==> config.mk <==
export PLATFORM = sky130hd
export DESIGN_NAME = dla_tile_sequencer_flat
export DESIGN_NICKNAME = d
export VERILOG_FILES = /design/src/rtl/dla_tile_sequencer_if.sv /design/src/rtl/dla_tile_sequencer.sv /design/src/flat_wrapper.sv
export SDC_FILE = /design/constraint.sdc
export NUM_CORES = 1
export LEC_CHECK = 0
export ABC_CLOCK_PERIOD_IN_PS = 7600
export BUFFER_PORTS_ARGS = -buffer_cell sky130_fd_sc_hd__clkbuf_2
export CORE_UTILIZATION = 30
export DETAILED_ROUTE_END_ITERATION = 6
export PLACE_DENSITY_LB_ADDON = 0.08
export SYNTH_ARGS = -nofsm -noshare
export SYNTH_HDL_FRONTEND = slang
export SYNTH_SLANG_ARGS = --single-unit
==> constraint.sdc <==
create_clock -name clk -period 7.6 [get_ports clk]
set_input_delay 1.14 -clock clk [delete_from_list [all_inputs] [get_ports clk]]
set_output_delay 1.14 -clock clk [all_outputs]
set_load 0.05 [all_outputs]
==> src/rtl/dla_tile_sequencer_if.sv <==
// Sequencer bus bundle: IFM ping-pong buffer handshake,
// PE window coordinates and delayed psum write strobes.
interface dla_tile_sequencer_if #(
    parameter int DIM_BITS      = 7,
    parameter int OUT_ADDR_BITS = 14
);
    logic [1:0]               buf_full_set;
    logic [1:0]               buf_full;
    logic [1:0]               buf_release;
    logic                     buf_sel;
    logic                     win_valid;
    logic [DIM_BITS-1:0]      win_x0;
    logic [DIM_BITS-1:0]      win_y0;
    logic                     out_w_en;
    logic [OUT_ADDR_BITS-1:0] out_addr;
    logic                     first_channel;
    logic                     last_channel;

    modport master (
        input  buf_full_set,
        output buf_full,
        output buf_release,
        output buf_sel,
        output win_valid,
        output win_x0,
        output win_y0,
        output out_w_en,
        output out_addr,
        output first_channel,
        output last_channel
    );

    modport slave (
        output buf_full_set,
        input  buf_full,
        input  buf_release,
        input  buf_sel,
        input  win_valid,
        input  win_x0,
        input  win_y0,
        input  out_w_en,
        input  out_addr,
        input  first_channel,
        input  last_channel
    );
endinterface

==> src/rtl/dla_tile_sequencer.sv <==
// DLA tile sequencer: walks the output map per input channel,
// drives ping-pong IFM buffers and delayed psum write strobes.
module dla_tile_sequencer #(
    parameter int DIM_BITS      = 7,
    parameter int CH_BITS       = 10,
    parameter int PIPE_LAT      = 3,
    parameter int OUT_ADDR_BITS = 14
) (
    input  logic                 clk,
    input  logic                 rst,
    input  logic                 start,
    input  logic [DIM_BITS-1:0]  cfg_in_w,
    input  logic [DIM_BITS-1:0]  cfg_in_h,
    input  logic [CH_BITS-1:0]   cfg_channels,
    input  logic                 cfg_ksize,
    input  logic                 cfg_stride,
    input  logic                 stall,
    input  logic                 irq_clr,
    dla_tile_sequencer_if.master bus,
    output logic                 busy,
    output logic                 err,
    output logic                 done_irq
);

    typedef enum logic [2:0] {
        IDLE,
        WAIT_BUF,
        RUN,
        DRAIN,
        DONE
    } state_t;

    typedef struct packed {
        logic                     valid;
        logic [OUT_ADDR_BITS-1:0] addr;
        logic                     first;
        logic                     last;
    } dl_ent_t;

    state_t                   state;
    logic [DIM_BITS-1:0]      ox;
    logic [DIM_BITS-1:0]      oy;
    logic [DIM_BITS-1:0]      ow_m1;
    logic [DIM_BITS-1:0]      oh_m1;
    logic [CH_BITS-1:0]       ch_cnt;
    logic [CH_BITS-1:0]       ch_last;
    logic                     stride_q;
    logic                     cur_buf;
    logic [1:0]               full_q;
    logic [OUT_ADDR_BITS-1:0] pix;
    dl_ent_t                  dl [PIPE_LAT];

    logic [DIM_BITS-1:0]      kdim;
    logic                     cfg_ok;
    logic                     go;
    logic                     run;
    logic                     dl_empty;
    logic                     rel;
    logic [1:0]               rel_vec;

    assign kdim    = cfg_ksize ? DIM_BITS'(3) : DIM_BITS'(1);
    assign cfg_ok  = (cfg_in_w >= kdim) && (cfg_in_h >= kdim) &&
                     (cfg_channels != '0);
    assign go      = !stall;
    assign run     = (state == RUN) && go;
    assign rel     = (state == DRAIN) && go && dl_empty;
    assign rel_vec = rel ? (cur_buf ? 2'b10 : 2'b01) : 2'b00;

    always_comb begin
        dl_empty = 1'b1;
        for (int i = 0; i < PIPE_LAT; i++)
            if (dl[i].valid) dl_empty = 1'b0;
    end

    assign bus.buf_full      = full_q;
    assign bus.buf_release   = rel_vec;
    assign bus.buf_sel       = cur_buf;
    assign bus.win_valid     = run;
    assign bus.win_x0        = ox << stride_q;
    assign bus.win_y0        = oy << stride_q;
    assign bus.out_w_en      = dl[PIPE_LAT-1].valid && go;
    assign bus.out_addr      = dl[PIPE_LAT-1].addr;
    assign bus.first_channel = dl[PIPE_LAT-1].first;
    assign bus.last_channel  = dl[PIPE_LAT-1].last;
    assign busy              = (state != IDLE);

    always_ff @(posedge clk) begin
        if (rst) begin
            state    <= IDLE;
            ox       <= '0;
            oy       <= '0;
            ow_m1    <= '0;
            oh_m1    <= '0;
            ch_cnt   <= '0;
            ch_last  <= '0;
            stride_q <= 1'b0;
            cur_buf  <= 1'b0;
            full_q   <= '0;
            pix      <= '0;
            err      <= 1'b0;
            done_irq <= 1'b0;
            for (int i = 0; i < PIPE_LAT; i++)
                dl[i] <= '0;
        end else begin
            // host set beats our own release in the same cycle
            full_q <= (full_q & ~rel_vec) | bus.buf_full_set;
            if (irq_clr) begin
                err      <= 1'b0;
                done_irq <= 1'b0;
            end
            if (go) begin
                dl[0] <= '{valid: run,
                           addr:  pix,
                           first: (ch_cnt == '0),
                           last:  (ch_cnt == ch_last)};
                for (int i = 1; i < PIPE_LAT; i++)
                    dl[i] <= dl[i-1];
            end
            unique case (state)
                IDLE: begin
                    if (start) begin
                        if (cfg_ok) begin
                            ow_m1    <= (cfg_in_w - kdim) >> cfg_stride;
                            oh_m1    <= (cfg_in_h - kdim) >> cfg_stride;
                            ch_last  <= cfg_channels - 1'b1;
                            stride_q <= cfg_stride;
                            ch_cnt   <= '0;
                            state    <= WAIT_BUF;
                        end else begin
                            err      <= 1'b1;
                            done_irq <= 1'b1;
                        end
                    end
                end
                WAIT_BUF: begin
                    if (go && full_q[cur_buf]) begin
                        ox    <= '0;
                        oy    <= '0;
                        pix   <= '0;
                        state <= RUN;
                    end
                end
                RUN: begin
                    if (go) begin
                        // raster order makes the pixel index oy*out_w+ox
                        pix <= pix + 1'b1;
                        if (ox == ow_m1) begin
                            ox <= '0;
                            if (oy == oh_m1) state <= DRAIN;
                            else             oy    <= oy + 1'b1;
                        end else begin
                            ox <= ox + 1'b1;
                        end
                    end
                end
                DRAIN: begin
                    if (rel) begin
                        if (ch_cnt == ch_last) begin
                            state <= DONE;
                        end else begin
                            ch_cnt  <= ch_cnt + 1'b1;
                            cur_buf <= ~cur_buf;
                            state   <= WAIT_BUF;
                        end
                    end
                end
                DONE: begin
                    if (go) begin
                        done_irq <= 1'b1;
                        state    <= IDLE;
                    end
                end
                default: state <= IDLE;
            endcase
        end
    end

endmodule

==> src/flat_wrapper.sv <==
// flat-port wrapper written by rule: the top's interface ports become plain ports
module dla_tile_sequencer_flat 
#(
    parameter int DIM_BITS      = 7,
    parameter int CH_BITS       = 10,
    parameter int PIPE_LAT      = 3,
    parameter int OUT_ADDR_BITS = 14
)
  (clk, rst, start, cfg_in_w, cfg_in_h, cfg_channels, cfg_ksize, cfg_stride, stall, irq_clr, busy, err, done_irq, bus_buf_full_set, bus_buf_full, bus_buf_release, bus_buf_sel, bus_win_valid, bus_win_x0, bus_win_y0, bus_out_w_en, bus_out_addr, bus_first_channel, bus_last_channel);
  dla_tile_sequencer_if #(.DIM_BITS(DIM_BITS), .OUT_ADDR_BITS(OUT_ADDR_BITS)) bus_i ();
  input  logic clk;
  input  logic rst;
  input  logic start;
  input  logic [DIM_BITS-1:0] cfg_in_w;
  input  logic [DIM_BITS-1:0] cfg_in_h;
  input  logic [CH_BITS-1:0] cfg_channels;
  input  logic cfg_ksize;
  input  logic cfg_stride;
  input  logic stall;
  input  logic irq_clr;
  output logic busy;
  output logic err;
  output logic done_irq;
  input wire logic [$bits(bus_i.buf_full_set)-1:0] bus_buf_full_set;
  output wire logic [$bits(bus_i.buf_full)-1:0] bus_buf_full;
  output wire logic [$bits(bus_i.buf_release)-1:0] bus_buf_release;
  output wire logic [$bits(bus_i.buf_sel)-1:0] bus_buf_sel;
  output wire logic [$bits(bus_i.win_valid)-1:0] bus_win_valid;
  output wire logic [$bits(bus_i.win_x0)-1:0] bus_win_x0;
  output wire logic [$bits(bus_i.win_y0)-1:0] bus_win_y0;
  output wire logic [$bits(bus_i.out_w_en)-1:0] bus_out_w_en;
  output wire logic [$bits(bus_i.out_addr)-1:0] bus_out_addr;
  output wire logic [$bits(bus_i.first_channel)-1:0] bus_first_channel;
  output wire logic [$bits(bus_i.last_channel)-1:0] bus_last_channel;
  assign bus_i.buf_full_set = bus_buf_full_set;
  assign bus_buf_full = bus_i.buf_full;
  assign bus_buf_release = bus_i.buf_release;
  assign bus_buf_sel = bus_i.buf_sel;
  assign bus_win_valid = bus_i.win_valid;
  assign bus_win_x0 = bus_i.win_x0;
  assign bus_win_y0 = bus_i.win_y0;
  assign bus_out_w_en = bus_i.out_w_en;
  assign bus_out_addr = bus_i.out_addr;
  assign bus_first_channel = bus_i.first_channel;
  assign bus_last_channel = bus_i.last_channel;
  dla_tile_sequencer #(.DIM_BITS(DIM_BITS), .CH_BITS(CH_BITS), .PIPE_LAT(PIPE_LAT), .OUT_ADDR_BITS(OUT_ADDR_BITS)) u_core (.clk(clk), .rst(rst), .start(start), .cfg_in_w(cfg_in_w), .cfg_in_h(cfg_in_h), .cfg_channels(cfg_channels), .cfg_ksize(cfg_ksize), .cfg_stride(cfg_stride), .stall(stall), .irq_clr(irq_clr), .bus(bus_i), .busy(busy), .err(err), .done_irq(done_irq));
endmodule
### Word-level counts from Yosys, hierarchy flattened

Memory sizes are Yosys's and may differ from the RTL's.
Index checks and enable logic that the tools add are counted.

| cells by class | value |
|---|---|
| reduce and logical (&&, ||, !) cells | 20 |
| mux-type cells | 51 |
| bitwise gates (word level) | 8 |
| magnitude comparators | 3 |
| shift-type cells | 4 |
| eq/ne operators | 17 |
| add/sub/neg operators | 7 |

Operators with widths:

| cell | count |
|---|---|
| $mux 17 | 3 |
| $mux 7 | 6 |
| $mux 10 | 4 |
| $mux 14 | 2 |
| $pmux 14 s2 | 1 |
| $pmux 7 s2 | 2 |
| $mux 3 | 9 |
| $pmux 10 s2 | 1 |
| $mux 1 | 18 |
| $pmux 3 s5 | 1 |
| $add 14x1->14 const B | 1 |
| $add 7x1->7 const B | 2 |
| $eq 7x7->1 | 2 |
| $ge 7x7->1 | 2 |
| $ne 2x2->1 const B | 7 |
| $shl 7x1->7 | 2 |
| $shr 7x1->7 | 2 |
| $sub 7x7->7 | 2 |
| $add 10x1->10 const B | 1 |
| $eq 10x10->1 | 1 |
| $logic_not 10->1 | 1 |
| $reduce_and 5->1 | 2 |
| $reduce_bool 10->1 | 1 |
| $sub 10x1->10 const B | 1 |
| other kinds (19) | 36 |

| storage, ports and cells | value |
|---|---|
| bits of input ports | 33 |
| flip-flop bits (word level) | 71 |
| output and inout port bits | 40 |
| memories kept | 1 |
| RAM bits | 51 |

Memories:

| name | words | width | read ports | clocked after memory_dff | wr ports | line | source |
|---|---|---|---|---|---|---|---|
| u_core.dl | 3 | 17 | 3 | 0 | 3 | dla_tile_sequencer.sv:51 | `dl_ent_t dl [PIPE_LAT];` |

### Logic depth before layout (Yosys ltp)

Gate-level depths: netlist of the first run.
An unclocked memory read counts as a cell.

| logic depth | value |
|---|---|
| depth after elaboration | 9 |
| gate-level depth with buffers | 10 |
| gate-level depth less buffers | 9 |

### Worst setup path before layout of the first run

No wires, ideal clock.

| timing | value |
|---|---|
| path type | input to register |
| from | input rst |
| to | memory u_core.dl[0][0] (netlist name) (enable) |
| stages on the path | 3 |
| arrival | 2.843 ns |
| buffers on the path | 2 |
| path slack | 4.340 ns |
| setup time | 0.417 ns |
| cell sequence | clkbuf_8 clkbuf_1 nand2b_1 |

RTL lines:

| item | line | source |
|---|---|---|
| from (decl) | flat_wrapper.sv:12 | `input logic rst;` |
| to (decl) | dla_tile_sequencer.sv:51 |  |

### Worst setup path after layout of the first run

| timing | value |
|---|---|
| from | input stall |
| to | output bus_buf_release[1] |

| between the ends | value |
|---|---|
| word-level cells in the longest chain between the ends | 4 |

RTL lines:

| item | line | source |
|---|---|---|
| from (decl) | flat_wrapper.sv:19 | `input logic stall;` |
| $logic_not 1->1 | dla_tile_sequencer.sv:64 | `assign go = !stall;` |
| $logic_and 1x1->1 (2 in series) | dla_tile_sequencer.sv:66 | `assign rel = (state == DRAIN) && go && dl_empty;` |
| $mux 2 | dla_tile_sequencer.sv:67 | `assign rel_vec = rel ? (cur_buf ? 2'b10 : 2'b01) : 2'b00;` |
| to (decl) | flat_wrapper.sv:26 | `output wire logic [$bits(bus_i.buf_release)-1:0] bus_buf_release;` |

No other way between the ends.

==> results.md, run 1 <==
* Status: finished clean
* Post-synth ARST share at 0
* Worst VDD drop at 110.5 µV
* Syn_area_per_cell at 9.916 µm²
* IO buf count at 72
* Post-CTS Setup Inserts at 0
* Initial antenna violation count at 0
* Fillers at 1998
* Skew final at between 0.01 and 0.015 ns
* Mapped cell area at 6068 µm²
* CP Cell Sequence: clkbuf_2 -> nor4_2 -> and4b_1 -> nand2_1 -> inv_1 -> clkbuf_2
* Die area at 20800 µm²
* Placer Congestion at ~0.76
* Die X at 144.2 µm
* CP required at 6.46 ns
* Worst Setup Start Kind: primary input
* Post-route setup slack at just under 4 ns
* Power per standard cell area at 262.7 nW/µm²
* Count leader, synth: nor2_1
* Critical R2R Capture: u_core.oy[6]
* Via count at 4225
* Cts bufs inserted at 17
* CTS tree: yes
* Initial Utilization at 0.3088
* Cells after Synth at a little over 600
* CP Capture Type: output port
* Post-synth net total at about 660
* Crit path capture: bus_buf_release[1]
* Detail Route Antenna Nets at 0
* Pre-CTS WS at 3.878 ns
* Starting DRC count in detailed routing at ~190
* I/O pin count at 73
* Synth-to-layout area growth at 18.31%
* Dominant synthesized flop cell: dfxtp_1
* Post-CTS sizing at 0
* Top cells by count, synth: 77 x nor2_1, 71 x dfxtp_1, 51 x edfxtp_1, 49 x and2_1, 35 x xnor2_1
* Via/cell ratio at 4.485
* Reg2reg setup slack at 5.06 ns
* Die Ht at 144.2 µm
* Largest net degree at the start of global routing at 48
* Synth unique cells at 48
* Post-CTS Hold Buffers at 0
* N_diodes at 0
* Post-synth top area share at 0.2524
* Max Cap Viol at 0
* Post-synth EDFFs at 51
* Clk_lat worst skew at 0.41 ns
* Worst r2r src: u_core.state[1]
* CTS Sinks at 122
* Worst Reg2Reg Path Length in Cells at 6
* Setup violators final at 0
* Vias in the first global route at 4096
* CP arrival at 2.55 ns
* Relative slew slack at 0.4939
* Core area at 19650 µm²
* HP Class: reg -> reg
* WL/cell at 12.84 µm
* Bufs on Longest Clock Path at 2
* LEAKAGE at about 2.8 nW
* RSZ-0062 raised after global routing: false
* Final min period at 3.686 ns
* TNS Setup at 0 ns
* Crit path from: stall
* YS warnings at 0
* Routed WL at 12100 µm
* H-Tree Depth at 4
* First-pass GRT wire length at 20250 µm
* Remaining global-route overflow at 0
* DP Wirelength at 8763 µm
* Area taken by multi-input logic gates at approximately 2800 µm²
* Crit path kind: in -> out
* Most used cell, CP: clkbuf_2
* Final Hold Violating Endpoints at 0
* Top cells by area, synth: edfxtp_1 25%, dfxtp_1 23%, and2_1 5.1%
* Slew Viols, Final at 0
* Synth area leader: edfxtp_1
* Fmax at 271.3 MHz
* First drt pass iteration count at 4
* Worst path slowest cell: nor4_2
* Register area at 2953 µm²
* Core Util, Final at 0.3653
* Flop and latch count out of synthesis at 122
* Tcrit/Tclk final at 0.4850
* Sequential share of the synthesized area at 0.4866
* Root Buffer: clkbuf_16
* Hold slack at 0.4908 ns
* CP max FO at 14
* Clock-pin slew on the worst setup and hold paths at approximately 0.060 ns
* Worst slew pin tran at 0.7584 ns
* Layout net count at between 700 and 800
* CP max stage delay at 0.40 ns
* Placement row count at 51
* DRC violations left at 0
* Layout cells sized above 1 at 0.1965
* Total track usage at 0.1260
==> critical path, delay by kind of cell <==
| family | cells | cell delay [ns] |
|---|---|---|
| buf+inv | 3 | 0.56 |
| simple gates | 3 | 0.85 |
==> sequential cells by signal (all words and copies together), names as in the netlist <==
name                 flops
u_core.bus.buf_full      2
u_core.bus.buf_sel       1
u_core.ch_cnt           10
u_core.ch_last          10
u_core.dl               51
u_core.done_irq          1
u_core.err               1
u_core.oh_m1             7
u_core.ow_m1             7
u_core.ox                7
u_core.oy                7
u_core.pix              14
u_core.state             3
u_core.stride_q          1
==> kinds of logic (layout without fill, tap and decap cells) <==
family / after synthesis / in the layout / synth area share
and+or+nand+nor: 256 / 256 / 0.2194
DFF: 122 / 122 / 0.4866
xor gates and xnor gates: 67 / 67 / 0.09670
buffers and inverters: 64 / 129 / 0.05299
AOI/OAI and AO/OA: 56 / 56 / 0.05567
muxes: 34 / 34 / 0.05938
adders and majority gates: 13 / 13 / 0.02928
==> report_power, final <==
part           total (mW)  switching [mW]  leakage, nW  internal, mW
Sequential          0.762          0.0344         1.14         0.727
Clock               0.847           0.299        0.303         0.548
Combinational       0.277           0.171         1.41         0.106
Total                1.89           0.504         2.85          1.38
==> worst min path at each step <==
stage	start	to	cells past startpoint
2_1_floorplan	u_core.pix[1]	u_core.pix[1]	2
3_3_place_gp	u_core.pix[1]	u_core.pix[1]	2
3_5_place_dp	u_core.err	u_core.err	2
4_1_cts	u_core.err	u_core.err	2
5_1_grt	u_core.dl[0][0]	u_core.dl[0][17]	1
6_report	u_core.pix[1]	u_core.pix[1]	2
==> final cells by class <==
type / count / share of cell area
inverter: 20 / 0.01046
multi-input combinational: 426 / 0.3899
sequential: 122 / 0.4113
timing repair buffer: 77 / 0.05542
clock inverter: 15 / 0.02754
clock buffer: 17 / 0.05925
tap: 265 / 0.04618
==> per-layer routing <==
layer,share of wire,global-route usage
met1,0.49,0.1574
met2,0.45,0.2047
met3,0.034,0.03146
met4,0.021,0.05651
met5,0,0
==> cells in the final DEF (no fill, tap or decap), drive strengths merged, types with 20 or more instances in the layout <==
cell,Yosys,final
nand2,29,29
inv,20,22
nor2,78,78
xnor2,35,35
a21oi,23,23
mux2i,21,21
edfxtp,51,51
xor2,32,32
dfxtp,71,71
and2,49,49
nor3,20,20
clkbuf,24,89
==> metrics by stage <==
stage	std cells	cell area [µm²]	total power, mW
after floorplan	612	6068	0.9946
after global placement	910	6556	1.056
after detailed placement	910	6556	1.058
after CTS	942	7179	1.913
after global routing	942	7179	1.976
final	942	7179	1.886
No activity file was read; power rests on OpenSTA's default activity.
==> run 2: changes to the inputs <==
- ABC_AREA: unset -> 1
- ABC_CLOCK_PERIOD_IN_PS: 7600 -> 3300
- clock period: 7.6 -> 3.3 ns (I/O delays scaled with it)
==> results.md, run 2 <==
* Setup violators final at 0
* CP max stage delay at 0.44 ns
* CTS tree: yes
* Detail Route Antenna Nets at 0
* CP Capture Type: output port
* Crit path capture: bus_buf_release[1]
* DP Wirelength at 10580 µm
* Fmax at about 400 MHz
* Routed WL at 14710 µm
* Relative slew slack at 0.4863
* Critical R2R Capture: u_core.ch_last[2]
* Top cells by count, synth: 174 x nand2_1, 140 x nor2_1, 130 x inv_1, 71 x dfxtp_1, 58 x a21oi_1
* Synth area leader: edfxtp_1
* Skew final at 0.008438 ns
* HP Class: in -> reg
* Die X at 150.6 µm
* TNS Setup at 0 ns
* Remaining global-route overflow at 0
* Synth-to-layout area growth at 16.73%
* Worst path slowest cell: dfxtp_1
* Starting DRC count in detailed routing at 241
* IO buf count at 72
* Layout cells sized above 1 at 0.1514
* Layout net count at 971
* Sequential share of the synthesized area at 0.4457
* I/O pin count at 73
* Most common cell after layout, fill and taps aside: nand2_1
* Placement row count at 54
* Commonest cells after routing, fill and taps aside: 173 x nand2_1, 140 x nor2_1, 130 x inv_1, 72 x clkbuf_2, 71 x dfxtp_1
* Post-synth net total at 918
* Slew Viols, Final at 0
* N_diodes at 0
* Placer Congestion at 0.7730
* Syn_area_per_cell at ~7.6 µm²
* First drt pass iteration count at 4
* RSZ-0062 raised after global routing: false
* Post-synth EDFFs at 51
* Initial Utilization at 0.3045
* Clk_lat worst skew at 0.42 ns
* CP max FO at 10
* Root Buffer: clkbuf_16
* YS warnings at 0
* Power per standard cell area at 644.6 nW/µm²
* H-Tree Depth at 4
* Cells after Synth at about 870
* Mapped cell area at roughly 6600 µm²
* Die Ht at 150.6 µm
* Status: finished clean
* Reg2reg setup slack at between 1 and 1.5 ns
* Tcrit/Tclk final at 0.7645
* CTS Sinks at 122
* Post-synth top area share at 0.2312
* Worst Reg2Reg Path Length in Cells at 9
* Worst r2r src: u_core.state[0]
* Crit path from: u_core.state[0]
* Post-CTS Setup Inserts at 0
* Largest regs: u_core.dl: 51 flops, u_core.pix: 14 flops
* Dominant synthesized flop cell: dfxtp_1
* Synth unique cells at 48
* Final Hold Violating Endpoints at 0
* Via count at 5250
* LEAKAGE at 3.226 nW
* Bufs on Longest Clock Path at 2
* Largest net degree at the start of global routing at 51
* Final min period at 2.523 ns
* Crit path kind: reg -> out
* CP Cell Sequence: inv_2 -> nor3_2 -> inv_2 -> nor2_1 -> inv_1 -> nor2_1 -> clkbuf_2
* Flop and latch count out of synthesis at roughly 120
* Overall Power at 4.985 mW
* Largest reg by FF count: u_core.dl
* Post-CTS sizing at 0
* Clock-pin slew on the worst setup and hold paths at 0.05 ns
* Initial antenna violation count at 0
* WL/cell at approximately 12 µm
* CP arrival at 2.03 ns
* Count leader, synth: nand2_1
* Vias in the first global route at between 4000 and 5000
* Cts bufs inserted at 17
* CP required at 2.80 ns
* Top cells by area, synth: edfxtp_1 23%, dfxtp_1 21%, nand2_1 9.9%
* Worst VDD drop at approximately 270 µV
* Core area at 21760 µm²
* Max Cap Viol at 0
* Max FFs per register at 51
* Total track usage at 0.1383
* Worst slew pin tran at slightly below 0.8 ns
* Post-CTS Hold Buffers at 0
* Worst Setup Start Kind: flop
* DRC violations left at 0
* Post-synth ARST share at 0
* First-pass GRT wire length at 24440 µm
* Die area at 22680 µm²
* Via/cell ratio at 4.310
[run 2: cell count changes after synthesis, moves of 24 or more]
cell	delta
nor2_1	+63
inv_1	+110
nand3_1	+24
and2_1	-48
o21ai_0	+26
nand2_1	+145
a21oi_1	+35
[run 2: metal layers]
| layer | share of wire | up-vias | GRT usage |
|---|---|---|---|
| met2 | 0.46 | 75 | 0.2230 |
| met5 | 0 | - | 0 |
| met4 | 0.016 | 0 | 0.05600 |
| met1 | 0.50 | 2296 | 0.1822 |
| met3 | 0.023 | 17 | 0.02455 |
| li1 | - | 2862 | - |
[run 2: cells by family after synthesis]
logic type | after synthesis | share of synthesized area
xor+xnor | 34 | 0.04495
compound gates | 122 | 0.1046
simple gates | 400 | 0.2602
fa+ha+maj | 13 | 0.02682
flops | 122 | 0.4457
buf+inv | 180 | 0.1160
mux | 1 | 0.001700
[run 2: final cells by class]
type,count,area (µm²)
Multi-Input combinational cell,570,2907
Timing Repair Buffer,76,402.9
Sequential cell,122,2953
Clock buffer,17,425.4
Fill cell,2354,14020
Inverter,138,521.8
Tap cell,280,350.3
Clock inverter,15,173.9
[run 2: report_power, final]
part | internal (mW) | switching (mW) | total, mW
Clock | 1.19 | 0.708 | 1.90
Combinational | 0.367 | 0.845 | 1.21
Sequential | 1.74 | 0.140 | 1.88
[run 2: worst min path at each step]
stage	to	start	slack [ns]	cells past startpoint
after floorplan	u_core.ch_last[0]	u_core.ch_last[0]	0.44	2
after global placement	u_core.err	u_core.err	0.47	2
after detailed placement	u_core.err	u_core.err	0.46	2
after CTS	u_core.bus.buf_full[1]	bus_buf_full_set[1]	0.28	3
after global routing	u_core.bus.buf_full[1]	bus_buf_full_set[1]	0.29	3
final	u_core.bus.buf_full[1]	bus_buf_full_set[1]	0.30	3
[run 2: critical path, delay by kind of cell (launching register included)]
family	cells	cell delay, ns
AND/OR/NAND/NOR	3	0.54
buffers and inverters	4	0.65
flip-flops	1	0.44
[run 2: per-stage QoR]
stage               utilization  cell area (µm²)  cells  setup slack, ns  hold WS, ns
floorplan                     -             6625    872           0.7179       0.4437
global route             0.3555             7734   1218           0.5106       0.2906
finish                   0.3555             7734   1218           0.7772       0.2960
detailed placement       0.3279             7134   1186           0.5783       0.4596
global placement         0.3279             7134   1186           0.6563       0.4684
CTS                      0.3555             7734   1218           0.7324       0.2843
==> run 3: changes to the inputs <==
- ABC_CLOCK_PERIOD_IN_PS: 3300 -> 2400
- clock period: 3.3 -> 2.4 ns (I/O delays scaled with it)
==> results.md, run 3 (synthesized netlist as in run 2, its figures left out) <==
* Synth-to-layout area growth at 17.88%
* I/O pin count at 73
* Endpoint, Worst Hold: u_core.bus.buf_full[1]
* Worst VDD drop at ~340 µV
* Relative slew slack at 0.7142
* CP Cell Sequence: nor3_4 -> inv_2 -> nor2_1 -> inv_1 -> nor2_1 -> buf_4
* Max FFs per register at 51
* CP Capture Type: output port
* Die X at 150.6 µm
* Largest reg by FF count: u_core.dl
* Placer Congestion at 0.7975
* Initial antenna violation count at 0
* HP Class: in -> reg
* Met3 routed WL at 457 µm
* RSZ-0062 raised after global routing: false
* DRC violations left at 0
* Largest regs: u_core.dl: 51 flops, u_core.pix: 14 flops
* Reg2reg setup slack at 0.48 ns
* Post-CTS Hold Buffers at 0
* CTS tree: yes
* CP arrival at 1.86 ns
* CP max FO at 10
* Detail Route Antenna Nets at 0
* Worst slew pin tran at 0.4286 ns
* Hold_sp: bus_buf_full_set[1]
* Die area at ~23000 µm²
* Max Cap Viol at 0
* IO buf count at 72
* Fmax at 450.1 MHz
* Post-CTS Setup Inserts at 0
* Initial Utilization at 0.3045
* Die Ht at ~150 µm
* Via/cell ratio at roughly 4.3
* Power per standard cell area at 893.6 nW/µm²
* Hold depth at 3
* Area taken by multi-input logic gates at 2913 µm²
* Remaining global-route overflow at 0
* Routed WL at 14850 µm
* Vias in the first global route at 4945
* Skew final at roughly 0.0095 ns
* M1 wire length at roughly 7300 µm
* Layout net count at 976
* Placement row count at 54
* CP required at 2.04 ns
* Core area at approximately 22000 µm²
* Crit path kind: reg -> out
* TNS Setup at 0 ns
* Largest net degree at the start of global routing at 52
* Bufs on Longest Clock Path at 2
* Register area at 2955 µm²
* Cts bufs inserted at 17
* Worst Setup Start Kind: flop
* Post-CTS sizing at 2
* Hold slack at about 0.15 ns
* First-pass GRT wire length at 25030 µm
* Most common cell after layout, fill and taps aside: nand2_1
* WL/cell at roughly 12 µm
* Fillers at about 2300
* Worst r2r src: u_core.state[2]
* First drt pass iteration count at 5
* Status: finished clean
* H-Tree Depth at 4
* Clock-pin slew on the worst setup and hold paths at 0.06 ns
* CP max stage delay at 0.42 ns
* Via count at between 5000 and 6000
* Critical R2R Capture: u_core.ox[6]
* Clk_lat worst skew at around 0.43 ns
* Starting DRC count in detailed routing at 280
* Top layer reached by signal wires: met4
* Tcrit/Tclk final at 0.9256
* Final Hold Violating Endpoints at 0
* Total track usage at 0.1433
* DP Wirelength at between 10000 and 15000 µm
* LEAKAGE at 3.270 nW
* Final min period at 2.222 ns
* Slew Viols, Final at 0
* Root Buffer: clkbuf_16
* N_diodes at 0
* Commonest cells after routing, fill and taps aside: 173 x nand2_1, 140 x nor2_1, 130 x inv_1, 70 x clkbuf_2, 69 x dfxtp_1
* Wire length on met2 at 6929 µm
* CTS Sinks at 122
* Most used cell, CP: nor2_1
* Layout cells sized above 1 at 0.1591
* Core Util, Final at 0.3590
* Setup violators final at 0
* Worst Reg2Reg Path Length in Cells at 8
* Worst path slowest cell: dfxtp_1
run 3: worst max-delay path, delay by kind of cell (launching register included):
family	cells	cell delay (ns)
AND/OR/NAND/NOR	3	0.56
flip-flops	1	0.42
buffers and inverters	3	0.45
run 3: power by group:
group	total [mW]	internal [mW]	switching (mW)
sequential	2.55	2.39	0.163
combinational	1.74	0.542	1.20
clock	2.69	1.66	1.03
run 3: layout make-up:
cell class	instances	area share
flip-flops and latches	122	0.3784
inverters	138	0.06681
well taps	280	0.04486
repair buffers	81	0.05831
clock buffers	18	0.05495
multi-input cells	570	0.3730
clock inverters	14	0.02371
run 3: per-stage QoR:
stage               total power [mW]  std cells  instance area [µm²]  setup WS (ns)
global route                   7.432       1223                 7810        0.01315
detailed placement             4.364       1191                 7184         0.1018
floorplan                      3.933        872                 6628         0.3011
finish                         6.979       1223                 7810         0.1785
CTS                            7.096       1223                 7802        0.04762
global placement               4.365       1191                 7184         0.1081
run 3: worst max-delay path by stage:
stage	cells past startpoint	to	start	slack, ns
6_report	6	bus_buf_release[1]	u_core.state[2]	0.18
5_1_grt	6	bus_buf_release[1]	u_core.state[2]	0.01
4_1_cts	7	bus_buf_release[1]	u_core.state[1]	0.05
3_5_place_dp	15	u_core.ch_cnt[1]	cfg_ksize	0.10
3_3_place_gp	15	u_core.ch_cnt[1]	cfg_ksize	0.11
2_1_floorplan	3	bus_win_x0[1]	u_core.stride_q	0.30
run 3: routing by layer:
layer	vias up	global-route usage
li1	2873	-
met1	2326	0.1882
met2	83	0.2286
met3	11	0.03091
met4	0	0.05550
met5	-	0
